File: config.mk
export PLATFORM = sky130hd
export DESIGN_NAME = rep_loop_counter_flat
export DESIGN_NICKNAME = d
export VERILOG_FILES = /design/src/rtl/rep_loop_counter_if.sv /design/src/rtl/rep_loop_counter.sv /design/src/flat_wrapper.sv
export SDC_FILE = /design/constraint.sdc
export NUM_CORES = 1
export LEC_CHECK = 0
export CAP_MARGIN = 20
export CORE_AREA = 4 4 73 75
export CTS_CLUSTER_DIAMETER = 200
export CTS_CLUSTER_SIZE = 10
export DETAILED_ROUTE_END_ITERATION = 16
export DIE_AREA = 0 0 77 79
export SYNTH_ARGS = -nofsm -noshare
export SYNTH_HDL_FRONTEND = slang
export SYNTH_SLANG_ARGS = --single-unit
export TNS_END_PERCENT = 1
File: constraint.sdc
create_clock -name clk -period 2.1 [get_ports clk]
set_input_delay 0.42 -clock clk [delete_from_list [all_inputs] [get_ports clk]]
set_output_delay 0.42 -clock clk [all_outputs]
set_load 0.03 [all_outputs]
File: src/rtl/rep_loop_counter_if.sv
// Control/status bundle between the microcode sequencer and the repeat/loop counter.
interface rep_loop_counter_if #(
  parameter int unsigned WIDTH = 16
);
  logic             load;
  logic [WIDTH-1:0] count_in;
  logic [1:0]       mode;
  logic             next;
  logic             zf;
  logic             suspend_req;
  logic             resume;
  logic             abort;
  logic [WIDTH-1:0] count;
  logic             running;
  logic             suspended;
  logic             done;
  logic [1:0]       term_reason;

  modport master (
    output load, count_in, mode, next, zf, suspend_req, resume, abort,
    input  count, running, suspended, done, term_reason
  );

  modport slave (
    input  load, count_in, mode, next, zf, suspend_req, resume, abort,
    output count, running, suspended, done, term_reason
  );
endinterface

File: src/rtl/rep_loop_counter.sv
// Iteration counter for REP/REPE/REPNE/LOOP sequences with flag termination,
// interrupt suspend/resume and a termination reason.
module rep_loop_counter #(
  parameter int unsigned WIDTH = 16
) (
  input  logic              clk,
  input  logic              reset,
  rep_loop_counter_if.slave bus
);

  localparam int unsigned MODE_W   = 2;
  localparam int unsigned REASON_W = 2;

  localparam logic [MODE_W-1:0] MODE_REPE  = 2'b01;
  localparam logic [MODE_W-1:0] MODE_REPNE = 2'b10;
  localparam logic [MODE_W-1:0] MODE_LOOP  = 2'b11;

  localparam logic [REASON_W-1:0] RSN_NONE  = 2'b00;
  localparam logic [REASON_W-1:0] RSN_COUNT = 2'b01;
  localparam logic [REASON_W-1:0] RSN_FLAG  = 2'b10;
  localparam logic [REASON_W-1:0] RSN_ABORT = 2'b11;

  typedef enum logic [1:0] {
    ST_IDLE = 2'b00,
    ST_RUN  = 2'b01,
    ST_SUSP = 2'b10,
    ST_DONE = 2'b11
  } state_e;

  state_e              state_q, state_d;
  logic [WIDTH-1:0]    count_q, count_d;
  logic [MODE_W-1:0]   mode_q, mode_d;
  logic [REASON_W-1:0] reason_q, reason_d;
  logic                running_q, suspended_q, done_q;
  logic [WIDTH-1:0]    count_dec;

  assign count_dec = count_q - WIDTH'(1);

  // State, counter and status registers; status flags decode the next state.
  always_ff @(posedge clk) begin
    if (reset) begin
      state_q     <= ST_IDLE;
      count_q     <= '0;
      mode_q      <= '0;
      reason_q    <= RSN_NONE;
      running_q   <= 1'b0;
      suspended_q <= 1'b0;
      done_q      <= 1'b0;
    end else begin
      state_q     <= state_d;
      count_q     <= count_d;
      mode_q      <= mode_d;
      reason_q    <= reason_d;
      running_q   <= (state_d == ST_RUN);
      suspended_q <= (state_d == ST_SUSP);
      done_q      <= (state_d == ST_DONE);
    end
  end

  // Next state: load > abort > next > suspend_req/resume.
  always_comb begin
    state_d  = state_q;
    count_d  = count_q;
    mode_d   = mode_q;
    reason_d = reason_q;

    if (bus.load) begin
      count_d  = bus.count_in;
      mode_d   = bus.mode;
      reason_d = RSN_NONE;
      if ((bus.mode != MODE_LOOP) && (bus.count_in == '0)) begin
        state_d  = ST_DONE;
        reason_d = RSN_COUNT;
      end else begin
        state_d = ST_RUN;
      end
    end else if (bus.abort && (state_q != ST_IDLE)) begin
      state_d  = ST_IDLE;
      reason_d = RSN_ABORT;
    end else begin
      case (state_q)
        ST_RUN: begin
          if (bus.next) begin
            // Decrement always happens first; count exhaustion beats the flag test.
            count_d = count_dec;
            if (count_dec == '0) begin
              state_d  = ST_DONE;
              reason_d = RSN_COUNT;
            end else if ((mode_q == MODE_REPE) && !bus.zf) begin
              state_d  = ST_DONE;
              reason_d = RSN_FLAG;
            end else if ((mode_q == MODE_REPNE) && bus.zf) begin
              state_d  = ST_DONE;
              reason_d = RSN_FLAG;
            end else if (bus.suspend_req) begin
              state_d = ST_SUSP;
            end
          end else if (bus.suspend_req) begin
            state_d = ST_SUSP;
          end
        end
        ST_SUSP: begin
          if (bus.resume) begin
            state_d = ST_RUN;
          end
        end
        default: ;
      endcase
    end
  end

  assign bus.count       = count_q;
  assign bus.running     = running_q;
  assign bus.suspended   = suspended_q;
  assign bus.done        = done_q;
  assign bus.term_reason = reason_q;

endmodule

File: src/flat_wrapper.sv
// flat-port wrapper written by rule: the top's interface ports become plain ports
module rep_loop_counter_flat 
#(
  parameter int unsigned WIDTH = 16
)
  (clk, reset, bus_load, bus_count_in, bus_mode, bus_next, bus_zf, bus_suspend_req, bus_resume, bus_abort, bus_count, bus_running, bus_suspended, bus_done, bus_term_reason);
  rep_loop_counter_if #(.WIDTH(WIDTH)) bus_i ();
  input  logic clk;
  input  logic reset;
  input wire logic [$bits(bus_i.load)-1:0] bus_load;
  input wire logic [$bits(bus_i.count_in)-1:0] bus_count_in;
  input wire logic [$bits(bus_i.mode)-1:0] bus_mode;
  input wire logic [$bits(bus_i.next)-1:0] bus_next;
  input wire logic [$bits(bus_i.zf)-1:0] bus_zf;
  input wire logic [$bits(bus_i.suspend_req)-1:0] bus_suspend_req;
  input wire logic [$bits(bus_i.resume)-1:0] bus_resume;
  input wire logic [$bits(bus_i.abort)-1:0] bus_abort;
  output wire logic [$bits(bus_i.count)-1:0] bus_count;
  output wire logic [$bits(bus_i.running)-1:0] bus_running;
  output wire logic [$bits(bus_i.suspended)-1:0] bus_suspended;
  output wire logic [$bits(bus_i.done)-1:0] bus_done;
  output wire logic [$bits(bus_i.term_reason)-1:0] bus_term_reason;
  assign bus_i.load = bus_load;
  assign bus_i.count_in = bus_count_in;
  assign bus_i.mode = bus_mode;
  assign bus_i.next = bus_next;
  assign bus_i.zf = bus_zf;
  assign bus_i.suspend_req = bus_suspend_req;
  assign bus_i.resume = bus_resume;
  assign bus_i.abort = bus_abort;
  assign bus_count = bus_i.count;
  assign bus_running = bus_i.running;
  assign bus_suspended = bus_i.suspended;
  assign bus_done = bus_i.done;
  assign bus_term_reason = bus_i.term_reason;
  rep_loop_counter #(.WIDTH(WIDTH)) u_core (.clk(clk), .reset(reset), .bus(bus_i));
endmodule
==> impl_metrics.json <==
{
  "numCtsBuffers": 3,
  "syn_avg_cell_area_um2": 8.00,
  "antenna_cells": 0,
  "gp_congestion": 0.849,
  "outcome": "finished clean",
  "dp_hpwl_um": 3660,
  "clockRootBuffer": "clkbuf_8",
  "drc": 0,
  "io_buffers": 46,
  "pin_count": 47,
  "finalCritPeriodShare_pct": 94.5,
  "cts_buffer_depth": 2,
  "r2r_setup_slack_ns": 0.13,
  "synthToLayoutAreaGrowth_pct": 52.0,
  "synthSimpleGateAreaFrac_pct": 32.4,
  "power_density_mw_per_mm2": 565,
  "p_leak_nw": 0.977,
  "reg2reg_depth": 6,
  "clock_skew_ns": 0.00278,
  "peakVddDrop_mv": 0.333,
  "synth.area.top_cells": "dfxtp_1, nor2_1, mux2i_1, nand2_1, ha_1",
  "finalSetupViolCount": 0,
  "fin_cells": 330,
  "layout.nets": 308,
  "slew_headroom_pct": 77.9,
  "yosysSeqAreaShare_pct": 31.3,
  "yosysWarnings": 0,
  "cap_violations": 0,
  "num_rows": 25,
  "avgRoutedWirePerCell_um": 13.9,
  "holdPathStages": 2,
  "yosysUniqueCellTypes": 46,
  "drive_gt1_share_pct": 19.2,
  "design.core.area_mm2": 0.00466,
  "fp.dieArea_mm2": 0.00608,
  "synth_compound_area_share_pct": 14.2,
  "grt_usage_pct": 15.7,
  "viasPerCell": 5.17,
  "via_count": 1705,
  "finalCriticalPeriod_ns": 1.98,
  "cp-start-kind": "register",
  "synth.cell_area_mm2": 0.00160,
  "grt_max_degree": 15,
  "cts_tree": "built",
  "synthMuxAreaShare_pct": 5.71,
  "grt_pass1_vias": 1662,
  "path_class": "register to output pin",
  "path_clk_slew_ns": 0.09,
  "cts-htree-levels": 1,
  "fmax_mhz": 504,
  "synthFlopType": "dfxtp_1",
  "crit_fanout": 6,
  "die_h_um": 79,
  "dp.cells": 325,
  "clock_sinks": 25,
  "clkLatencyLatePin_ns": 0.27,
  "maxSlewViolCount": 0,
  "synth.top_cell.area_share_pct": 31.3,
  "yosysTopAreaCell": "dfxtp_1",
  "wl_um": 4570,
  "start_util_pct": 34.3,
  "synth_most_common_cell": "nor2_1",
  "antenna_found_initial": 0,
  "grt_pass1_wl_um": 7800,
  "globalRouteOverflowTotal": 0,
  "dr.pass1.iters": 4,
  "synth_seq_cells": 25,
  "ctsHoldBuffers": 0,
  "holdCritPathClass": "register to register",
  "synth.net_count": 231,
  "synth_cells": 200,
  "synthTopCellsByCount": "nor2_1, dfxtp_1, nand2_1",
  "synthArstFlopShare_pct": 0,
  "worst_pin_slew_ns": 0.324,
  "synth_top_family_by_area": "simple AND/OR/NAND/NOR gates",
  "synth_fa_ha_area_share_pct": 3.91,
  "fp.dieW_um": 77,
  "end_kind": "output pin",
  "yosys.area_share.xor_xnor_pct": 7.67,
  "post-place-ws_ns": -0.130,
  "cp_data_required_time_ns": 1.68,
  "fin_ws_ns": 0.116,
  "synth_edf_count": 0,
  "drt-initial-drc-count": 79,
  "worstPathArrival_ns": 1.56,
  "rsz0062_at_grt": "no",
  "hold_viol_final": 0,
  "postRouteAntennaNets": 0
}
==> worst max-delay path, cell delays in order, from the launching register on <==
cell,delay [ns]
dfxtp_1,0.44
buf_4,0.18
clkdlybuf4s50_1,0.67
==> what timing repair did <==
action,in CTS,in global routing
hold endpoints to repair,0,0
resized for setup,0,7
endpoints found under the setup margin,0,9
setup buffers,0,1
==> path summary, 6_finish.rpt <==
path | startpoint | endpoint
worst min register to register | u_core.mode_q[0] | u_core.mode_q[0]
worst max-delay path | u_core.bus.count[2] | bus_count[2]
worst min-delay path | u_core.mode_q[0] | u_core.mode_q[0]
worst max register to register | u_core.bus.count[8] | u_core.bus.done
==> cells in the final DEF, fill, tap and decap left out, types with 2 or more instances in the layout <==
master           Yosys  layout
a211oi_1             4       4
a21oi_1              8       8
a311oi_1             2       2
a31oi_1              2       2
and2_1               2       2
buf_4                0      36
clkbuf_8             0       3
clkdlybuf4s50_1      0      46
dfxtp_1             25      22
dfxtp_4              0       2
ha_1                 5       3
inv_1                8       7
mux2i_1              8       8
nand2_1             17      17
nand2b_1             2       2
nand3_1              6       6
nand4_1              5       5
nand4b_1             2       2
nor2_1              29      29
nor2b_1              3       3
nor3_1               9       9
nor4_1               7       7
nor4b_2              1       2
o21ai_0              4       3
o21ai_1              1       2
o2bb2ai_1            2       2
o31ai_1              2       2
or3_1                5       5
xnor2_1              7       7
xor2_1               7       7
==> power by group <==
part / internal, mW / leakage, nW / switching (mW)
logic: 0.265 / 0.744 / 0.272
registers: 0.511 / 0.208 / 0.0353
clock network: 0.133 / 0.0255 / 0.157
total: 0.909 / 0.977 / 0.464
==> logic make-up after synthesis <==
kind of cell / Yosys count
adder cells (fa/ha/maj): 5
AO/OA/AOI/OAI: 33
flip-flops: 25
XOR/XNOR: 14
buffers and inverters: 18
multiplexers: 9
AND/OR/NAND/NOR: 96
==> area by class of cell <==
| cell class | instances | area (um^2) |
|---|---|---|
| fill | 454 | 2230 |
| multi-input combinational | 157 | 1050 |
| timing repair buffer | 82 | 731 |
| sequential | 25 | 509 |
| tap | 54 | 67.6 |
| clock buffer | 3 | 41.3 |
| inverter | 8 | 30.0 |
| clock inverter | 1 | 5.00 |
==> layer usage <==
layer / vias up / global-route usage [%] / part of all wire (%)
li1: 874 / - / -
met2: 36 / 25.8 / 46
met3: 4 / 3.29 / 4.6
met5: - / 0 / 0
met4: 0 / 3.91 / 0.90
met1: 791 / 21.0 / 48
==> state kept, by name (all words and copies together), names as in the netlist <==
register,flops
u_core.bus.running,1
u_core.bus.term_reason,2
u_core.state_q,2
u_core.bus.done,1
u_core.mode_q,2
u_core.bus.count,16
u_core.bus.suspended,1
==> stage by stage <==
stage	power, mW	utilization [%]	setup TNS (ns)	instance area (um^2)	hold WS, ns
finish	1.37	52.1	0	2430	0.524
global placement	1.08	50.6	-0.184	2360	0.497
global route	1.47	52.1	0	2430	0.572
detailed placement	1.08	50.6	-0.332	2360	0.511
CTS	1.38	51.5	0	2400	0.534
floorplan	0.855	-	0	1610	0.475
Power figures use the tool's default switching activity.
